<file path="config.mk">
export PLATFORM = sky130hd
export DESIGN_NAME = imem_loader
export DESIGN_NICKNAME = d
export VERILOG_FILES = /design/src/rtl/imem_loader_pkg.sv /design/src/rtl/imem_loader_word_packer.sv /design/src/rtl/imem_loader.sv
export SDC_FILE = /design/constraint.sdc
export NUM_CORES = 1
export LEC_CHECK = 0
export ABC_AREA = 0
export CORE_UTILIZATION = 55
export CTS_BUF_LIST = sky130_fd_sc_hd__clkbuf_16
export CTS_CLUSTER_DIAMETER = 120
export DETAILED_ROUTE_END_ITERATION = 8
export PLACE_DENSITY = 0.8
export SETUP_SLACK_MARGIN = 0.3
export SLEW_MARGIN = 20
export SYNTH_ARGS = -nofsm -noshare
export SYNTH_HDL_FRONTEND = slang
export SYNTH_SLANG_ARGS = --single-unit
</file>
<file path="constraint.sdc">
create_clock -name clk -period 6.19 [get_ports clk]
set_clock_uncertainty 0.1 [all_clocks]
set_input_delay 1.5475 -clock clk [delete_from_list [all_inputs] [get_ports clk]]
set_output_delay 1.5475 -clock clk [all_outputs]
set_load 0.03 [all_outputs]
</file>
<file path="src/rtl/imem_loader_pkg.sv">
// Shared definitions for the instruction-memory loader: default geometry,
// header width and the loader state encoding.
package imem_loader_pkg;

  localparam int DEPTH_DEF  = 1024;
  localparam int ADDR_W_DEF = 10;
  localparam int HDR_W      = 16;
  localparam int BYTE_W     = 8;
  localparam int WORD_W     = 32;

  typedef enum logic [2:0] {
    IDLE   = 3'd0,
    LEN_HI = 3'd1,
    LEN_LO = 3'd2,
    DATA   = 3'd3,
    FINISH = 3'd4,
    DONE   = 3'd5,
    ERR    = 3'd6
  } state_t;

endpackage

</file>
<file path="src/rtl/imem_loader_word_packer.sv">
// Byte-to-word assembler: shifts bytes in big-endian order and emits a
// registered one-cycle word_valid pulse with the completed word.
module word_packer
  import imem_loader_pkg::*;
(
  input  logic              clk,
  input  logic              rst,
  input  logic              clr,
  input  logic              byte_en,
  input  logic [BYTE_W-1:0] byte_in,
  output logic              word_last,
  output logic              word_valid,
  output logic [WORD_W-1:0] word
);

  logic [1:0]  cnt;
  logic [23:0] shift;

  // The byte currently accepted completes a word.
  assign word_last = byte_en && (cnt == 2'd3);

  // Shift bytes in; on the fourth byte latch the word and pulse word_valid.
  // word holds its last value between pulses; clr only drops a partial word.
  always_ff @(posedge clk) begin
    if (rst) begin
      cnt        <= 2'd0;
      shift      <= '0;
      word_valid <= 1'b0;
      word       <= '0;
    end else if (clr) begin
      cnt        <= 2'd0;
      shift      <= '0;
      word_valid <= 1'b0;
    end else begin
      word_valid <= 1'b0;
      if (byte_en) begin
        cnt   <= cnt + 2'd1;
        shift <= {shift[15:0], byte_in};
        if (cnt == 2'd3) begin
          word       <= {shift, byte_in};
          word_valid <= 1'b1;
        end
      end
    end
  end

endmodule

</file>
<file path="src/rtl/imem_loader.sv">
// Streams a length-prefixed program image into instruction memory and holds
// the CPU in reset until the image has been written completely.
module imem_loader
  import imem_loader_pkg::*;
#(
  parameter int DEPTH  = DEPTH_DEF,
  parameter int ADDR_W = ADDR_W_DEF
) (
  input  logic              clk,
  input  logic              rst,
  input  logic              start,
  input  logic [7:0]        in_data,
  input  logic              in_valid,
  output logic              in_ready,
  output logic              wr_en,
  output logic [ADDR_W-1:0] wr_addr,
  output logic [31:0]       wr_data,
  output logic              cpu_rst,
  output logic              done,
  output logic              err
);

  state_t             state;
  logic [7:0]         len_hi;
  logic [ADDR_W:0]    count;   // words expected; one extra bit so DEPTH fits
  logic [ADDR_W:0]    wcnt;    // words completed so far
  logic [HDR_W-1:0]   hdr;
  logic               accept;
  logic               load_go;
  logic               byte_en;
  logic               word_last;

  assign in_ready = (state == LEN_HI) || (state == LEN_LO) || (state == DATA);
  assign accept   = in_valid && in_ready;
  assign load_go  = start && ((state == IDLE) || (state == DONE) || (state == ERR));
  assign byte_en  = accept && (state == DATA);
  assign hdr      = {len_hi, in_data};

  word_packer u_packer (
    .clk        (clk),
    .rst        (rst),
    .clr        (load_go),
    .byte_en    (byte_en),
    .byte_in    (in_data),
    .word_last  (word_last),
    .word_valid (wr_en),
    .word       (wr_data)
  );

  // Loader FSM: header parse, word counting, write address and status flags.
  always_ff @(posedge clk) begin
    if (rst) begin
      state   <= IDLE;
      len_hi  <= '0;
      count   <= '0;
      wcnt    <= '0;
      wr_addr <= '0;
      cpu_rst <= 1'b1;
      done    <= 1'b0;
      err     <= 1'b0;
    end else begin
      case (state)
        IDLE, DONE, ERR: begin
          if (start) begin
            state   <= LEN_HI;
            done    <= 1'b0;
            err     <= 1'b0;
            cpu_rst <= 1'b1;
            wcnt    <= '0;
          end
        end
        LEN_HI: begin
          if (accept) begin
            len_hi <= in_data;
            state  <= LEN_LO;
          end
        end
        LEN_LO: begin
          if (accept) begin
            if (hdr == '0) begin
              state   <= DONE;
              done    <= 1'b1;
              cpu_rst <= 1'b0;
            end else if (32'(hdr) > DEPTH) begin
              state <= ERR;
              err   <= 1'b1;
            end else begin
              count <= hdr[ADDR_W:0];
              state <= DATA;
            end
          end
        end
        DATA: begin
          if (word_last) begin
            wr_addr <= wcnt[ADDR_W-1:0];
            wcnt    <= wcnt + 1'b1;
            if ((wcnt + 1'b1) == count) state <= FINISH;
          end
        end
        FINISH: begin
          state   <= DONE;
          done    <= 1'b1;
          cpu_rst <= 1'b0;
        end
        default: state <= IDLE;
      endcase
    end
  end

endmodule

</file>
==> results of run 1 <==
[worst min-delay path: stages, from the launching register on]
cell and delay, ps:
sky130_fd_sc_hd__dfxtp_1 310, sky130_fd_sc_hd__nand2_1 50, sky130_fd_sc_hd__a21oi_1 50
[cell families (layout without fill, tap and decap cells)]
group,count (synthesis),in the layout,share of synthesized area [%]
flip-flops,105,105,47.9
adder cells (fa/ha/maj),2,2,0.571
buffers and inverters,45,85,4.14
AND/OR/NAND/NOR,242,242,23.5
multiplexers,15,15,3.54
AO/OA/AOI/OAI,122,122,16.6
XOR/XNOR,19,19,3.80
[state kept, by name, summed over array words and instances, names as in the netlist]
signal and cells:
cpu_rst 1, len_hi 8, u_packer.shift 24, done 1, state 3, u_packer.cnt 2
err 1, count 11, wcnt 11, u_packer.word_valid 1, wr_addr 10, u_packer.word 32
[through the flow]
stage	hold slack (ps)	utilization [%]	total power, mW	setup slack, ps
final	350	67.8	1.60	2210
after global routing	371	67.8	1.67	2050
after CTS	352	67.8	1.60	2230
after detailed placement	343	64.2	1.07	1920
after global placement	340	64.2	1.06	1970
after floorplan	331	-	0.996	3120
[final timing paths]
check | to | slack, ps | cells after the start
worst max-delay path | wr_addr[7] | 2210 | 7
worst min-delay path | len_hi[5] | 350 | 2
worst max register to register | wr_addr[7] | 3360 | 6
worst min register to register | len_hi[5] | 350 | 2
[per-layer routing]
| metal | share of wire, % | global-route usage, % | vias up | wire (µm) |
|---|---|---|---|---|
| li1 | - | - | 1903 | - |
| met2 | 45 | 39.9 | 148 | 4650 |
| met5 | 0 | 0 | - | 0 |
| met1 | 45 | 35.4 | 1793 | 4620 |
| met3 | 7.3 | 5.03 | 23 | 744 |
| met4 | 2.3 | 12.4 | 0 | 238 |
[power by group through the flow]
stage	Clock (mW)	Combinational (mW)	Sequential [mW]
after global routing	0.574	0.342	0.753
after floorplan	0	0.255	0.741
after CTS	0.541	0.309	0.747
final	0.537	0.312	0.748
after detailed placement	0	0.308	0.762
after global placement	0	0.299	0.760
[cell usage in the layout, fill, tap and decap left out, drive strengths merged, types with 2 or more instances in the layout]
cell	Yosys	final
nand2	162	162
dfxtp	105	105
a21oi	88	88
clkdlybuf4s50	0	57
nor2	37	37
mux2i	14	14
xnor2	13	13
inv	7	11
nand3	10	10
o21ai	9	9
clkbuf	27	9
xor2	6	6
and3	6	6
nor3	6	6
buf	11	5
nand4	4	4
nand3b	4	4
and2	3	3
a21o	3	3
a31oi	3	3
nor4	2	2
o211ai	2	2
or3	2	2
nand2b	2	2
a22oi	2	2
ha	2	2
clkinvlp	0	2
[final cells by class]
cell class	count	area, µm²
clock buffers	9	225
clock inverters	7	52.6
fillers	621	2490
inverters	7	26.3
multi-input cells	400	2100
flip-flops and latches	105	2100
well taps	102	128
repair buffers	62	606
==> results by group, run 1 <==
Worst setup path
  – Most frequent cell on the critical path: sky130_fd_sc_hd__buf_4
  – RR Startpoint: state[1]
  – Crit path buf inv count: 3
  – Critical path class: in -> reg
  – Origin of the worst setup path: in_valid
  – CP Cell Sequence: clkdlybuf4s50_1 -> and4b_1 -> buf_4 -> and2_1 -> buf_4 -> nand2_1 -> a21oi_1
  – Element type at the critical path end: register
  – Element type at the critical path start: input pin
  – Crit path DAT: 4140 ps
  – Critical path required time: 6360 ps
  – Maximum fanout count along the critical path: 29
  – Top Family by Delay on Critical Path: buffers and inverters
  – Max incr delay on CP: 740 ps
  – Crit path max-delay cell type: sky130_fd_sc_hd__and2_1

Pwr
  – Largest voltage drop on the vdd net: 172 µV
  – Pleak: 1.87 nW
  – Flop pwr share: 46.8%
  – PD cells: 305 nW/µm²
  – Switching Share: 30.8%
  – Cell-internal power: 1.10 mW
  – Clock share of power: 33.6%
  – Power spent charging and discharging nets: 493 µW
  – Comb pwr share: 19.6%

Worst hold path
  – Class of the tightest hold or removal check: reg -> reg
  – Hold path startpoint: len_hi[5]

Die
  – Die width: 91.3 µm
  – Number of core rows: 32
  – Number of placed I/O pins: 59
  – Initial cell density of the core: 56.7%
  – Area of the core: 7730 µm²
  – Overall die area: 8330 µm²
  – Die H: 91.3 µm

Yosys
  – Fraction of post-synthesis cell area in the top cell type by area: 47.9%
  – Post-synth EDFFs: 0
  – Distinct cell type count of the synthesized netlist: 51
  – Mean area per synthesized cell: 7.97 µm²
  – Gate count of the mapped netlist: 550
  – Register area share after synthesis: 47.9%
  – Area of the mapped netlist: 4380 µm²
  – Largest area contributor in the synthesized netlist: sky130_fd_sc_hd__dfxtp_1
  – Commonest register cell after synthesis: sky130_fd_sc_hd__dfxtp_1
  – Most frequent cells after synthesis: 161 x sky130_fd_sc_hd__nand2_1, 105 x sky130_fd_sc_hd__dfxtp_1, 88 x sky130_fd_sc_hd__a21oi_1, 37 x sky130_fd_sc_hd__nor2_1, 26 x sky130_fd_sc_hd__clkbuf_1
  – Main area contributors after synthesis: sky130_fd_sc_hd__dfxtp_1 48%, sky130_fd_sc_hd__nand2_1 14%, sky130_fd_sc_hd__a21oi_1 10%
  – Seq cells post-synth: 105
  – Warnings, synthesis: 0
  – Most instantiated library cell after synthesis: sky130_fd_sc_hd__nand2_1
  – Total nets after synthesis: 564
  – Async set or reset register ratio after synthesis: 0%

Clock network
  – Clock-pin slew of the registers on the worst-case setup and hold paths: 70 ps
  – Setup fix buffers added after clock tree synthesis: 0
  – Hold buffer count at CTS: 0
  – CTS tree: done
  – Longest Clk Path Bufs: 2
  – Skew-Pair Late Insertion Delay: 350 ps
  – Clock Root Buffer: sky130_fd_sc_hd__clkbuf_16
  – Sinks on Clock Net: 105
  – Total of cells resized after clock tree synthesis: 0
  – Count of H-tree levels built during CTS: 3
  – Total CTS buffers: 9

Cells and area
  – Area growth from synthesis to layout: 19.5%
  – Design Area, Final: 5240 µm²
  – Antenna diodes: 0
  – Share of layout cells above drive strength 1: 4.75%
  – Net count of the finished layout: 599
  – Post-layout instance count excluding filler cells: 692

Global route
  – Global-route wire length before repair: 17300 µm
  – Maximum number of pins on one net before global-route repair: 79
  – Initial antenna violation count: 0
  – Global Route Usage Sum: 26.1%
  – Number of global-route vias before repair: 3657
  – Global route overflow: 0

Timing
  – Number of setup violations in the final report: 0
  – Fmax: 252 MHz
  – Minimum period implied by the final worst setup slack: 3980 ps
  – Final worst-path cycle share: 64.2%
  – Max-slew headroom: 31.6%
  – Slew at the pin closest to its max-slew limit: 1020 ps
  – Total count of max-transition violations in the final report: 0
  – Unrepaired setup endpoints after global routing: no
  – Number of failing hold endpoints at the final stage: 0
  – Setup TNS Final: 0 ps

Place
  – Total placed cells including tap cells: 676
  – Placed instance area: 4960 µm²
  – Last weighted congestion value of the routability-driven placer: 0.839
  – Detail Placement HPWL: 6730 µm
  – Quantity of I/O buffers inserted on ports: 58

Route
  – Wire length reported by the detailed router: 10300 µm
  – Total DRC errors in the routed layout: 0
  – Number of search-and-repair iterations in the first detailed-routing pass: 5
  – DRC violation total after the first TritonRoute iteration: 317
  – DR vias: 3867
  – Antenna Nets Post-Route: 0
  – Number of vias per cell: 5.59
  – WL per Instance: 14.8 µm

Run status
  – Outcome: complete, no violations

Job
  – Max Cap Violations: 0
Note: power is estimated with default switching activity, not from simulation.
==> inputs of run 2 (changes only) <==
- CORE_UTILIZATION: 55 -> 54
- PLACE_DENSITY: 0.8 -> 0.79
- clock period: 6.19 -> 4.2 ns (I/O delays scaled with it)
==> run 2 against run 1 <==
  * Non-clock buffer count increased by 4
  * Cell count increased by 0.58%
  * Global-route usage decreased by 1.6 points
  * Clock-buffer cell count unchanged
  * Critical endpoint is now in_ready
  * Largest cell class unchanged
  * Largest power group unchanged
  * Highest routed layer unchanged
==> results by group, run 2 (same netlist as run 1, synthesis figures left out) <==
Timing
  – Fmax: 324 MHz
  – Slew at the pin closest to its max-slew limit: 863 ps (was 1020 ps)
  – Final worst-path cycle share: 73.5%
  – Number of failing hold endpoints at the final stage: 0 (unchanged)
  – Unrepaired setup endpoints after global routing: no (unchanged)
  – Max-slew headroom: 42.3% (was 31.6%)
  – Minimum period implied by the final worst setup slack: 3090 ps
  – Total count of max-transition violations in the final report: 0 (unchanged)
  – Number of setup violations in the final report: 0 (unchanged)
  – Worst setup margin: 1110 ps (was 2210 ps)
  – Setup TNS Final: 0 ps (unchanged)
  – Worst hold margin: 355 ps (was 350 ps)

Pwr
  – Clock share of power: 34.0% (was 33.6%)
  – Cell-internal power: 1.64 mW (was 1.10 mW)
  – Pleak: 1.90 nW (was 1.87 nW)
  – Flop pwr share: 46.6% (was 46.8%)
  – Power spent charging and discharging nets: 727 µW (was 493 µW)
  – Comb pwr share: 19.4% (was 19.6%)
  – Switching Share: 30.8% (about the same)
  – PD cells: 448 nW/µm² (was 305 nW/µm²)
  – Largest voltage drop on the vdd net: 315 µV (was 172 µV)
  – Total Power Consumption: 2.36 mW (was 1.60 mW)

Die
  – Number of placed I/O pins: 59 (unchanged)
  – Die H: 92.1 µm (was 91.3 µm)
  – Die width: 92.1 µm (was 91.3 µm)
  – Overall die area: 8480 µm² (was 8330 µm²)
  – Initial cell density of the core: 56.2% (was 56.7%)
  – Number of core rows: 32 (unchanged)
  – Area of the core: 7810 µm² (was 7730 µm²)

Clock network
  – Skew-Pair Late Insertion Delay: 340 ps (was 350 ps)
  – Total of cells resized after clock tree synthesis: 0 (unchanged)
  – Count of H-tree levels built during CTS: 3 (unchanged)
  – Longest Clk Path Bufs: 2 (unchanged)
  – Total CTS buffers: 9 (unchanged)
  – Clock Root Buffer: sky130_fd_sc_hd__clkbuf_16 (unchanged)
  – Clock-pin slew of the registers on the worst-case setup and hold paths: 70 ps (about the same)
  – Sinks on Clock Net: 105 (unchanged)
  – Setup fix buffers added after clock tree synthesis: 0 (unchanged)
  – Hold buffer count at CTS: 0 (unchanged)
  – CTS tree: done (unchanged)

Route
  – Wire length reported by the detailed router: 10000 µm (was 10300 µm)
  – Number of search-and-repair iterations in the first detailed-routing pass: 5 (unchanged)
  – WL per Instance: 14.4 µm (was 14.8 µm)
  – DRC violation total after the first TritonRoute iteration: 245 (was 317)
  – DR vias: 3865 (was 3867)
  – Total DRC errors in the routed layout: 0 (unchanged)
  – Antenna Nets Post-Route: 0 (unchanged)
  – Number of vias per cell: 5.55 (was 5.59)

Cells and area
  – Area growth from synthesis to layout: 20.4% (was 19.5%)
  – Registers with the most flip-flops: u_packer.word x32, u_packer.shift x24 (unchanged)
  – Design Area, Final: 5280 µm² (was 5240 µm²)
  – Fillers: 634 (was 621)
  – Core utilization of the finished layout: 67.6% (was 67.8%)
  – Share of layout cells above drive strength 1: 5.39% (was 4.75%)
  – Reg with most FFs: u_packer.word (unchanged)
  – Flip-flop count of the largest register, all copies and words added: 32 (unchanged)
  – Footprint of the multi-input gates: 2100 µm² (unchanged)
  – Leading cell types in the layout, fill and taps excluded: 161 x sky130_fd_sc_hd__nand2_1, 105 x sky130_fd_sc_hd__dfxtp_1, 88 x sky130_fd_sc_hd__a21oi_1 (unchanged)
  – Register area: 2100 µm² (unchanged)
  – Post-layout instance count excluding filler cells: 696 (was 692)
  – Leading cell type in the layout, fill and taps excluded: sky130_fd_sc_hd__nand2_1 (unchanged)
  – Net count of the finished layout: 603 (was 599)
  – Antenna diodes: 0 (unchanged)

Worst setup path
  – Crit path DAT: 1940 ps (was 4140 ps)
  – Capture point of the worst path: in_ready (was wr_addr[7])
  – Critical path required time: 3050 ps (was 6360 ps)
  – Path depth of the worst reg2reg path: 4 (was 6)
  – Capture point of the worst reg-to-reg path: u_packer.shift[17] (was wr_addr[7])
  – Flop2flop setup slack: 1630 ps (was 3360 ps)
  – Origin of the worst setup path: state[1] (was in_valid)
  – Critical path class: reg -> out (was in -> reg)
  – Maximum fanout count along the critical path: 17 (was 29)
  – Element type at the critical path start: register (was input pin)
  – Element type at the critical path end: output pin (was register)
  – RR Startpoint: state[1] (unchanged)

Run status
  – Outcome: complete, no violations (unchanged)

Place
  – Worst slack at placement: 905 ps (was 1920 ps)
  – Detail Placement HPWL: 6740 µm (was 6730 µm)
  – Placed instance area: 4990 µm² (was 4960 µm²)
  – Total placed cells including tap cells: 680 (was 676)
  – Last weighted congestion value of the routability-driven placer: 0.835 (was 0.839)
  – Quantity of I/O buffers inserted on ports: 58 (unchanged)

Global route
  – Global Route Usage Sum: 24.5% (was 26.1%)
  – Global-route wire length before repair: 16700 µm (was 17300 µm)
  – Number of global-route vias before repair: 3556 (was 3657)
  – Maximum number of pins on one net before global-route repair: 78 (was 79)
  – Initial antenna violation count: 0 (unchanged)
  – Global route overflow: 0 (unchanged)

Job
  – Max Cap Violations: 0 (unchanged)

Worst hold path
  – Class of the tightest hold or removal check: reg -> reg (unchanged)
run 2: cell types whose count changed in the layout (fill, tap and decap cells not counted):
| cell | previous run | this run |
|---|---|---|
| sky130_fd_sc_hd__inv_8 | 1 | 0 |
| sky130_fd_sc_hd__clkinvlp_4 | 2 | 1 |
| sky130_fd_sc_hd__clkinv_8 | 0 | 1 |
| sky130_fd_sc_hd__inv_6 | 2 | 4 |
| sky130_fd_sc_hd__buf_4 | 4 | 8 |
| sky130_fd_sc_hd__clkinv_2 | 1 | 0 |
run 2: how the worst min path moves through the flow:
| stage | startpoint | end | cells past startpoint |
|---|---|---|---|
| after CTS | len_hi[4] | len_hi[4] | 2 |
| after global routing | u_packer.word[4] | u_packer.word[4] | 2 |
| after floorplan | len_hi[5] | len_hi[5] | 2 |
| final | u_packer.shift[18] | u_packer.word[26] | 2 |
| after detailed placement | len_hi[4] | len_hi[4] | 2 |
| after global placement | len_hi[7] | len_hi[7] | 2 |
run 2: layout make-up:
type	count	share of cell area, %
Sequential cell	105	39.8
Multi-Input combinational cell	400	39.8
Timing Repair Buffer	66	12.0
Clock buffer	9	4.27
Tap cell	102	2.42
Clock inverter	7	1.18
Inverter	7	0.498
run 2: power groups by stage:
| stage | logic [mW] | registers (mW) | clock network, mW |
|---|---|---|---|
| floorplan | 0.376 | 1.09 | 0 |
| global placement | 0.441 | 1.12 | 0 |
| detailed placement | 0.453 | 1.12 | 0 |
| CTS | 0.456 | 1.10 | 0.816 |
| global route | 0.506 | 1.11 | 0.853 |
| finish | 0.458 | 1.10 | 0.804 |
run 2: metal layers:
layer	share of wire, %	wire length [µm]	vias to the layer above	track usage [%]
met5	0	0	-	0
met4	1.2	124	0	9.64
met3	6.4	638	11	3.48
met2	47	4730	145	39.4
met1	45	4540	1791	33.2
li1	-	-	1918	-
run 2: worst max-delay path, stage by stage, from the launching register on:
cell and delay, ps:
sky130_fd_sc_hd__dfxtp_1 680, sky130_fd_sc_hd__o21bai_1 150, sky130_fd_sc_hd__inv_1 100, sky130_fd_sc_hd__clkdlybuf4s50_1 660
